[src/rtl/acl_spi_arbiter.sv]
// Round-robin arbiter sharing one ADXL362 SPI transmitter between N_REQ requesters.
// Grant one cycle after request in IDLE; response one cycle after CSN rises; requests wait (held) through busy/GAP.
module acl_spi_arbiter #(
  parameter int N_REQ         = 3,
  parameter int GAP_CYCLES    = 16,
  parameter int START_TIMEOUT = 64,
  parameter int DONE_TIMEOUT  = 4096
) (
  input  logic               clk,
  input  logic               rst,
  input  logic [N_REQ-1:0]   req_valid,
  input  logic [N_REQ-1:0]   req_rd,
  input  logic [8*N_REQ-1:0] req_addr,
  input  logic [8*N_REQ-1:0] req_wdata,
  output logic [N_REQ-1:0]   req_grant,
  output logic [N_REQ-1:0]   rsp_valid,
  output logic [7:0]         rsp_rdata,
  output logic               rsp_err,
  output logic               busy,
  output logic [7:0]         err_cnt,
  output logic               spi_ready,
  output logic [7:0]         spi_inst,
  output logic               spi_rdh_wrl,
  output logic [7:0]         spi_reg_addr,
  output logic [7:0]         spi_dout,
  input  logic               spi_csn,
  input  logic [7:0]         spi_din,
  input  logic               spi_din_valid
);

  localparam int IW   = (N_REQ > 1) ? $clog2(N_REQ) : 1;
  localparam int MAXA = (START_TIMEOUT > GAP_CYCLES) ? START_TIMEOUT : GAP_CYCLES;
  localparam int MAXC = (DONE_TIMEOUT > MAXA) ? DONE_TIMEOUT : MAXA;
  localparam int CW   = $clog2(MAXC + 1);

  localparam logic [7:0] INST_RD = 8'h0B;
  localparam logic [7:0] INST_WR = 8'h0A;

  typedef enum logic [1:0] {IDLE, WAIT_START, WAIT_DONE, GAP} state_t;

  state_t          state, state_nxt;
  logic [CW-1:0]   cnt;
  logic [IW-1:0]   last;
  logic [7:0]      data_r;
  logic            got_data;

  logic            found;
  logic [IW-1:0]   win;
  logic [IW-1:0]   cand;
  logic            do_grant;
  logic            do_done;
  logic            done_err;
  logic            cnt_clr;
  logic            got_eff;
  logic [7:0]      data_eff;
  logic [7:0]      done_rdata;

  logic [7:0] addr_a  [N_REQ];
  logic [7:0] wdata_a [N_REQ];

  for (genvar i = 0; i < N_REQ; i++) begin : g_unpack
    assign addr_a[i]  = req_addr[8*i +: 8];
    assign wdata_a[i] = req_wdata[8*i +: 8];
  end

  // Search starts just after the last winner so every requester gets a turn.
  always_comb begin
    found = 1'b0;
    win   = '0;
    cand  = '0;
    for (int off = 1; off <= N_REQ; off++) begin
      cand = IW'((int'(last) + off) % N_REQ);
      if (!found && req_valid[cand]) begin
        found = 1'b1;
        win   = cand;
      end
    end
  end

  // A byte arriving in the same cycle CSN rises still counts for this read.
  assign got_eff  = got_data | spi_din_valid;
  assign data_eff = spi_din_valid ? spi_din : data_r;

  always_ff @(posedge clk or posedge rst) begin
    if (rst) state <= IDLE;
    else     state <= state_nxt;
  end

  always_comb begin
    state_nxt = state;
    do_grant  = 1'b0;
    do_done   = 1'b0;
    done_err  = 1'b0;
    cnt_clr   = 1'b0;
    case (state)
      IDLE: begin
        if (found) begin
          do_grant  = 1'b1;
          cnt_clr   = 1'b1;
          state_nxt = WAIT_START;
        end
      end
      WAIT_START: begin
        if (!spi_csn) begin
          cnt_clr   = 1'b1;
          state_nxt = WAIT_DONE;
        end else if (cnt == CW'(START_TIMEOUT - 1)) begin
          do_done   = 1'b1;
          done_err  = 1'b1;
          cnt_clr   = 1'b1;
          state_nxt = GAP;
        end
      end
      WAIT_DONE: begin
        if (spi_csn) begin
          do_done   = 1'b1;
          done_err  = spi_rdh_wrl & ~got_eff;
          cnt_clr   = 1'b1;
          state_nxt = GAP;
        end else if (cnt == CW'(DONE_TIMEOUT - 1)) begin
          do_done   = 1'b1;
          done_err  = 1'b1;
          cnt_clr   = 1'b1;
          state_nxt = GAP;
        end
      end
      GAP: begin
        if (cnt == CW'(GAP_CYCLES - 1)) begin
          cnt_clr   = 1'b1;
          state_nxt = IDLE;
        end
      end
      default: state_nxt = IDLE;
    endcase
  end

  assign done_rdata = (spi_rdh_wrl && !done_err) ? data_eff : 8'h00;
  assign busy       = (state != IDLE);

  always_ff @(posedge clk or posedge rst) begin
    if (rst) begin
      cnt          <= '0;
      last         <= IW'(N_REQ - 1);
      data_r       <= 8'h00;
      got_data     <= 1'b0;
      req_grant    <= '0;
      rsp_valid    <= '0;
      rsp_rdata    <= 8'h00;
      rsp_err      <= 1'b0;
      err_cnt      <= 8'h00;
      spi_ready    <= 1'b0;
      spi_inst     <= INST_RD;
      spi_rdh_wrl  <= 1'b1;
      spi_reg_addr <= 8'h00;
      spi_dout     <= 8'h00;
    end else begin
      if (cnt_clr || state == IDLE) cnt <= '0;
      else                          cnt <= cnt + 1'b1;

      req_grant <= do_grant ? (N_REQ'(1) << win) : '0;
      spi_ready <= do_grant;

      // spi_* fields double as the in-flight transaction record until the next grant.
      if (do_grant) begin
        last         <= win;
        got_data     <= 1'b0;
        data_r       <= 8'h00;
        spi_rdh_wrl  <= req_rd[win];
        spi_inst     <= req_rd[win] ? INST_RD : INST_WR;
        spi_reg_addr <= addr_a[win];
        spi_dout     <= req_rd[win] ? 8'h00 : wdata_a[win];
      end else if (state == WAIT_DONE && spi_din_valid) begin
        data_r   <= spi_din;
        got_data <= 1'b1;
      end

      rsp_valid <= do_done ? (N_REQ'(1) << last) : '0;
      rsp_err   <= do_done & done_err;
      rsp_rdata <= do_done ? done_rdata : 8'h00;

      if (do_done && done_err && err_cnt != 8'hFF) err_cnt <= err_cnt + 1'b1;
    end
  end

endmodule

[config.mk]
export PLATFORM = sky130hd
export DESIGN_NAME = acl_spi_arbiter
export DESIGN_NICKNAME = d
export VERILOG_FILES = /design/src/rtl/acl_spi_arbiter.sv
export SDC_FILE = /design/constraint.sdc
export NUM_CORES = 1
export LEC_CHECK = 0
export BUFFER_PORTS_ARGS = -buffer_cell sky130_fd_sc_hd__buf_2
export CORE_MARGIN = 5
export CORE_UTILIZATION = 46
export CTS_CLUSTER_DIAMETER = 80
export DETAILED_ROUTE_END_ITERATION = 8
export PLACE_DENSITY_LB_ADDON = 0.3
export RECOVER_POWER = 100
export SYNTH_ARGS = -nofsm -noshare
export SYNTH_HDL_FRONTEND = slang
export SYNTH_SLANG_ARGS = --single-unit
[constraint.sdc]
create_clock -name clk -period 2.35 [get_ports clk]
set_input_delay 0.47 -clock clk [delete_from_list [all_inputs] [get_ports clk]]
set_output_delay 0.47 -clock clk [all_outputs]
set_load 0.05 [all_outputs]
==> results by group, run 1 <==
Setup path
  • Critical path required time: 2.63 ns
  • CP max stage cell: dfstp_2
  • Crit. End Element: flip-flop
  • Worst setup SP type: flip-flop
  • Crit Path Class: flip-flop to flip-flop
  • CP Cell Sequence: inv_2 -> ha_4 -> and2b_1 -> o211ai_1 -> buf_4 -> and3_4 -> a2111oi_4 -> buf_2 -> a22o_1
  • Arrival time worst endpoint: 2.61 ns
  • CP bufs+invs: 3
  • Reg2reg setup slack: 0.02 ns
  • Delay-heaviest family, CP: compound AO/OA/AOI/OAI gates
  • Crit-path max cell delay: 0.55 ns
  • CP Max Fanout: 7

STA
  • Clock skew: 0.00942 ns
  • Hold Slack: 0.380 ns
  • Max_slew headroom: -0.0482
  • Final worst-path cycle share: 0.991
  • Max-slew violation count: 68
  • Setup TNS: 0 ns
  • Slew @ Worst Pin: 1.57 ns
  • Max Fclk: 0.429 GHz
  • Post-layout min period: 2.33 ns
  • Fin. Hold Viols: 0
  • Unrepaired setup endpoints after global routing: true
  • Final setup fails: 0

Floorplanning
  • Die ar.: 0.00930 mm^2
  • Initial Utilization: 0.474
  • Core Box Area: 0.00725 mm^2
  • Rows: 31
  • Die Wd: 96.4 um
  • IO Pins: 116
  • Die Ht: 96.4 um

Route
  • DRC: 0
  • Wire per inst: 14.3 um
  • Routed wire length: 8.05 mm
  • DRT iter0 DRCs: 90
  • Vias/cell: 5.17
  • TritonRoute pass-1 iters: 4
  • Routed vias: 2908
  • Number of routed nets with antenna violations: 0

Synth
  • Synth top area cells: dfrtp_1, nor2_1, ha_1
  • Most used DFF post-synth: dfrtp_1
  • Seq/Total Area, Yosys: 0.489
  • EDFF count, synth: 0
  • Synth Cell Area: 0.00344 mm^2
  • Commonest cells in the netlist: dfrtp_1, nor2_1, nand2_1
  • Avg Cell Area, Syn: 10.2 um^2
  • Distinct cell type count after synthesis: 53
  • Yosys reg bits: 67
  • Post-synth ARST share: 1.00
  • Top cell type's share of synthesized area: 0.473
  • Area leader, netlist: dfrtp_1
  • Count leader, synth: dfrtp_1
  • Post-Synthesis Cells: 338
  • Yosys warns: 0

Clock network
  • CTS sink cnt: 67
  • CTS Buf Count: 9
  • Root buffer cell: clkbuf_8
  • Max Buffers Root-to-Sink: 2
  • Worst-skew pair later-pin latency: 0.33 ns
  • CTS tree: yes
  • H-tree levels: 3
  • Clock-pin slew on the worst setup and hold paths: 0.07 ns
  • Cts hold-fix bufs: 0

Final layout
  • Ant. Diodes: 0
  • Synth-to-layout area growth: 26.9%
  • Fin cells: 563
  • Layout cells sized above 1: 0.261
  • FILL cells: 652
  • Nets: 535

Power and ir drop
  • IR drop worst, VDD: 0.000682 V
  • Sequential power share: 0.310
  • Sw Pwr: 2.50 mW
  • Sw Ratio: 0.454
  • Combinational cell fraction of total power: 0.512
  • Pwr dens: 1260 mW/mm^2
  • Internal power: 3.00 mW
  • P_leak: 2.11 nW
  • Power share of the clock group: 0.179
  • Total power: 5.50 mW

Global routing
  • GR Overflow Total: 0
  • Total Routing Usage GR: 0.177
  • Number of global-route vias before repair: 2868
  • Initial antenna violation count: 0
  • First-pass GRT wire length: 12.8 mm
  • Largest net degree at the start of global routing: 68

Placement
  • Placed Cells: 545
  • HPWL after DPL: 6.08 mm
  • IO buf count: 108
  • GPL Wtd Cong: 0.860

Flow run
  • MaxCap Viol Count: 1

Run status
  • Failing checks: max-capacitance violations, max-slew violations
  • Status: finished with violations

Min path
  • Worst hold path type: primary input to flip-flop
[power groups by stage]
stage / Combinational, mW / Clock [mW] / Sequential (mW)
after floorplan: 1.44 / 0 / 2.34
after CTS: 2.84 / 1.00 / 1.70
final: 2.81 / 0.982 / 1.70
after global placement: 2.76 / 0 / 1.71
after detailed placement: 2.83 / 0 / 1.71
after global routing: 3.05 / 1.06 / 1.75
[per-stage QoR]
step	setup WS [ns]	cell area (um^2)	util
after floorplan	-0.000895	3470	-
after global placement	-0.000690	4180	0.576
after detailed placement	-0.0739	4180	0.576
after CTS	0.00391	4390	0.606
after global routing	-0.0918	4360	0.601
final	0.0217	4360	0.601
[final cells by class]
class	instances	area, um^2	share of cell area
flip-flops and latches	67	1680	0.385
multi-input cells	241	1640	0.376
clock buffers	11	151	0.0347
clock inverters	5	58.8	0.0135
inverters	12	45.0	0.0103
repair buffers	128	662	0.152
well taps	99	124	0.0284
[worst register-to-register path, stage by stage, from the launching register on]
cell and delay (ns):
dfstp_2 0.55, inv_2 0.06, ha_4 0.23, and2b_1 0.23, o211ai_1 0.15, buf_4 0.18, and3_4 0.18, a2111oi_4 0.37
buf_2 0.21, a22o_1 0.12
[placed cells by master, fill, tap and decap left out, types with 3 or more instances in the layout]
cell / netlist / routed
and4_1: 5 / 5
nor2b_1: 5 / 5
conb_1: 2 / 7
a31oi_1: 10 / 10
nor3_1: 7 / 7
and2_1: 8 / 6
a21oi_1: 9 / 9
inv_1: 12 / 10
buf_2: 8 / 67
and3_1: 14 / 12
xnor2_1: 7 / 7
nand2_1: 27 / 27
nand3_1: 13 / 13
a22o_1: 8 / 8
nor2_1: 37 / 37
dfrtp_1: 65 / 65
clkbuf_8: 0 / 11
a22oi_1: 9 / 9
buf_4: 8 / 15
nand4_1: 4 / 4
ha_1: 10 / 8
mux2i_1: 8 / 8
xor2_1: 11 / 11
nor4_1: 3 / 3
clkbuf_1: 6 / 42
a221o_1: 8 / 8
[flip-flops by register name, summed over array words and instances (netlist names)]
| register | cells |
|---|---|
| rsp_err | 1 |
| spi_rdh_wrl | 1 |
| data_r | 8 |
| req_grant | 3 |
| got_data | 1 |
| rsp_rdata | 8 |
| spi_dout | 8 |
| state | 2 |
| cnt | 13 |
| last | 2 |
| spi_ready | 1 |
| err_cnt | 8 |
| rsp_valid | 3 |
| spi_reg_addr | 8 |
[logic make-up (layout without fill, tap and decap cells)]
kind of cell | Yosys count | after routing | share of synthesized area
and+or+nand+nor | 133 | 133 | 0.198
DFF | 67 | 67 | 0.489
AOI/OAI and AO/OA | 63 | 63 | 0.149
buffers and inverters | 35 | 156 | 0.0499
xor gates and xnor gates | 18 | 18 | 0.0459
adders and majority gates | 10 | 10 | 0.0364
muxes | 10 | 10 | 0.0299
other | 2 | 7 | 0.00219
[per-layer routing]
metal  GRT usage  share of wire  up-vias
met1       0.218           0.42     1374
met4      0.0853          0.018        0
li1            -              -     1438
met3      0.0558          0.068       12
met5           0              0        -
met2       0.283           0.49       84
[path summary, 6_finish.rpt]
check | startpoint | endpoint | cells past startpoint
max | last[1]$_DFFE_PP1P_ | spi_dout[7]$_DFFE_PP0P_ | 9
min | req_addr[2] | spi_reg_addr[2]$_DFFE_PP0P_ | 3
max reg2reg | last[1]$_DFFE_PP1P_ | spi_dout[7]$_DFFE_PP0P_ | 9
min reg2reg | err_cnt[6]$_DFFE_PP0P_ | err_cnt[6]$_DFFE_PP0P_ | 1
max in group asynchronous | rst | cnt[6]$_DFF_PP0_ | 3
min in group asynchronous | rst | req_grant[2]$_DFF_PP0_ | 3
[repair_timing]
item,in CTS,in global routing
pin swaps,0,5
cloned,0,1
endpoints found under the setup margin,13,18
setup buffers,0,1
gates resized for setup,1,8
Power figures use the tool's default switching activity.
==> run 2, diff against run 1 <==
- SETUP_SLACK_MARGIN: unset -> 0.2
==> run 2 against run 1 <==
Compared with the run above:
- the flow now finishes without violations
- largest cell class is now multi-input gates
- via count down 0.21%
- worst hold slack got worse by 0.071 ns
- critical endpoint is now spi_dout[2]$_DFFE_PP0P_
- sequential share of layout area is 1.3 points lower
- first-iteration DRC count decreased by 7.8%
- setup slack improved by 0.026 ns
- critical path type unchanged
- non-clock buffer count is 3 higher
- global-route usage grew 0.52 points
- power rose by 8.8%
==> results by group, run 2 (same netlist as run 1, synthesis figures left out) <==
Run status
  • Status: completed

Power and ir drop
  • IR drop worst, VDD: 0.000629 V
  • P_leak: 2.15 nW
  • Pwr dens: 1320 mW/mm^2

Floorplanning
  • Initial Utilization: 0.474
  • Die Wd: 96.4 um
  • Die ar.: 0.00930 mm^2
  • Rows: 31
  • IO Pins: 116
  • Core Box Area: 0.00725 mm^2
  • Die Ht: 96.4 um

Clock network
  • Root buffer cell: clkbuf_8
  • H-tree levels: 3
  • CTS tree: yes
  • Max Buffers Root-to-Sink: 2
  • Clock-pin slew on the worst setup and hold paths: 0.08 ns
  • Cts hold-fix bufs: 0
  • Worst-skew pair later-pin latency: 0.34 ns
  • CTS sink cnt: 67
  • CTS Buf Count: 9

Route
  • Vias/cell: 5.14
  • DRT iter0 DRCs: 83
  • TritonRoute pass-1 iters: 4
  • DRC: 0
  • Routed vias: 2902
  • Number of routed nets with antenna violations: 0
  • Wire per inst: 14.9 um
  • Routed wire length: 8.42 mm

STA
  • Max Fclk: 0.434 GHz
  • Setup TNS: 0 ns
  • Unrepaired setup endpoints after global routing: true
  • Max_slew headroom: 0.290
  • Final setup fails: 0
  • Slew @ Worst Pin: 1.06 ns
  • Post-layout min period: 2.30 ns
  • Hold Slack: 0.309 ns
  • Final worst-path cycle share: 0.980
  • Max-slew violation count: 0
  • Fin. Hold Viols: 0
  • Clock skew: 0.00686 ns

Setup path
  • Worst setup SP type: flip-flop
  • CP Cell Sequence: inv_2 -> ha_4 -> nor3b_4 -> o21ba_4 -> or4_4 -> a2111oi_4 -> buf_2 -> a22o_1
  • Crit-path max cell delay: 0.55 ns
  • Arrival time worst endpoint: 2.59 ns
  • CP Max Fanout: 7
  • Crit. End Element: flip-flop
  • Crit Path Class: flip-flop to flip-flop
  • Critical path required time: 2.64 ns
  • CP max stage cell: dfstp_2

Flow run
  • MaxCap Viol Count: 0

Final layout
  • Synth-to-layout area growth: 31.4%
  • Max reg flops: 13
  • Most flops, register: cnt
  • Final core occ: 0.623
  • Nets: 538
  • Layout cells sized above 1: 0.281
  • Fin cells: 565
  • Most frequent cells in the layout: buf_2, dfrtp_1, clkbuf_1
  • Most common cell after layout, fill and taps aside: buf_2
  • Ant. Diodes: 0
  • FILL cells: 655

Placement
  • GPL Wtd Cong: 0.867
  • IO buf count: 108
  • HPWL after DPL: 6.08 mm
  • Placed Cells: 543

Global routing
  • GR Overflow Total: 0
  • Total Routing Usage GR: 0.182
  • Initial antenna violation count: 0
  • Number of global-route vias before repair: 2890
  • Largest net degree at the start of global routing: 46
  • First-pass GRT wire length: 13.0 mm

Min path
  • Worst hold path type: primary input to asynchronous set/reset pin
==> run 2: final cells by class <==
type	instances	area (um^2)	area share
Tap cell	99	124	0.0274
Multi-Input combinational cell	241	1700	0.377
Timing Repair Buffer	131	701	0.155
Sequential cell	67	1680	0.372
Inverter	12	47.5	0.0105
Clock inverter	6	138	0.0305
Clock buffer	9	124	0.0274
==> run 2: path summary, 6_finish.rpt <==
kind / startpoint / to / slack [ns] / cells after the start
max: last[1]$_DFFE_PP1P_ / spi_dout[2]$_DFFE_PP0P_ / 0.05 / 8
min: rst / rsp_valid[2]$_DFF_PP0_ / 0.31 / 2
max reg2reg: last[1]$_DFFE_PP1P_ / spi_dout[2]$_DFFE_PP0P_ / 0.05 / 8
min reg2reg: cnt[0]$_DFF_PP0_ / cnt[0]$_DFF_PP0_ / 0.48 / 1
max in group asynchronous: rst / rsp_rdata[7]$_DFF_PP0_ / 0.50 / 3
min in group clk: req_addr[4] / spi_reg_addr[4]$_DFFE_PP0P_ / 0.37 / 3
==> run 2: per-stage QoR <==
stage                     worst slack [ns]  total power, mW  instance area, um^2
after floorplan                  -0.000895             3.80                 3480
after global placement              0.0316             4.43                 4150
after detailed placement           -0.0558             4.50                 4150
after CTS                           0.0607             5.81                 4440
after global routing               -0.0191             6.34                 4520
final                               0.0474             5.98                 4520
==> run 2: what timing repair did <==
action,CTS,global route
endpoints found under the setup margin,34,54
setup buffers,1,3
gates resized for setup,6,26
gates cloned,1,2
pin swaps,8,4
==> run 2: power breakdown <==
part           switching (mW)  total [mW]  internal [mW]  leakage [nW]
logic                    1.94        3.02           1.09          1.15
registers               0.223        1.71           1.49         0.873
clock network           0.437        1.25          0.812         0.130
total                    2.60        5.98           3.39          2.15
==> run 2: per-layer routing <==
metal  share of wire  wire length, um  track usage
met1            0.43             3620        0.227
met4           0.014              118       0.0911
met2            0.50             4190        0.301
met5               0                0            0
met3           0.058              490       0.0372
==> run 2: worst max-delay path: cells and delay by family (launching register included) <==
kind | cells | cell delay [ns]
simple gates | 2 | 0.64
compound gates | 3 | 0.57
flops | 1 | 0.55
buf+inv | 2 | 0.25
fa+ha+maj | 1 | 0.23
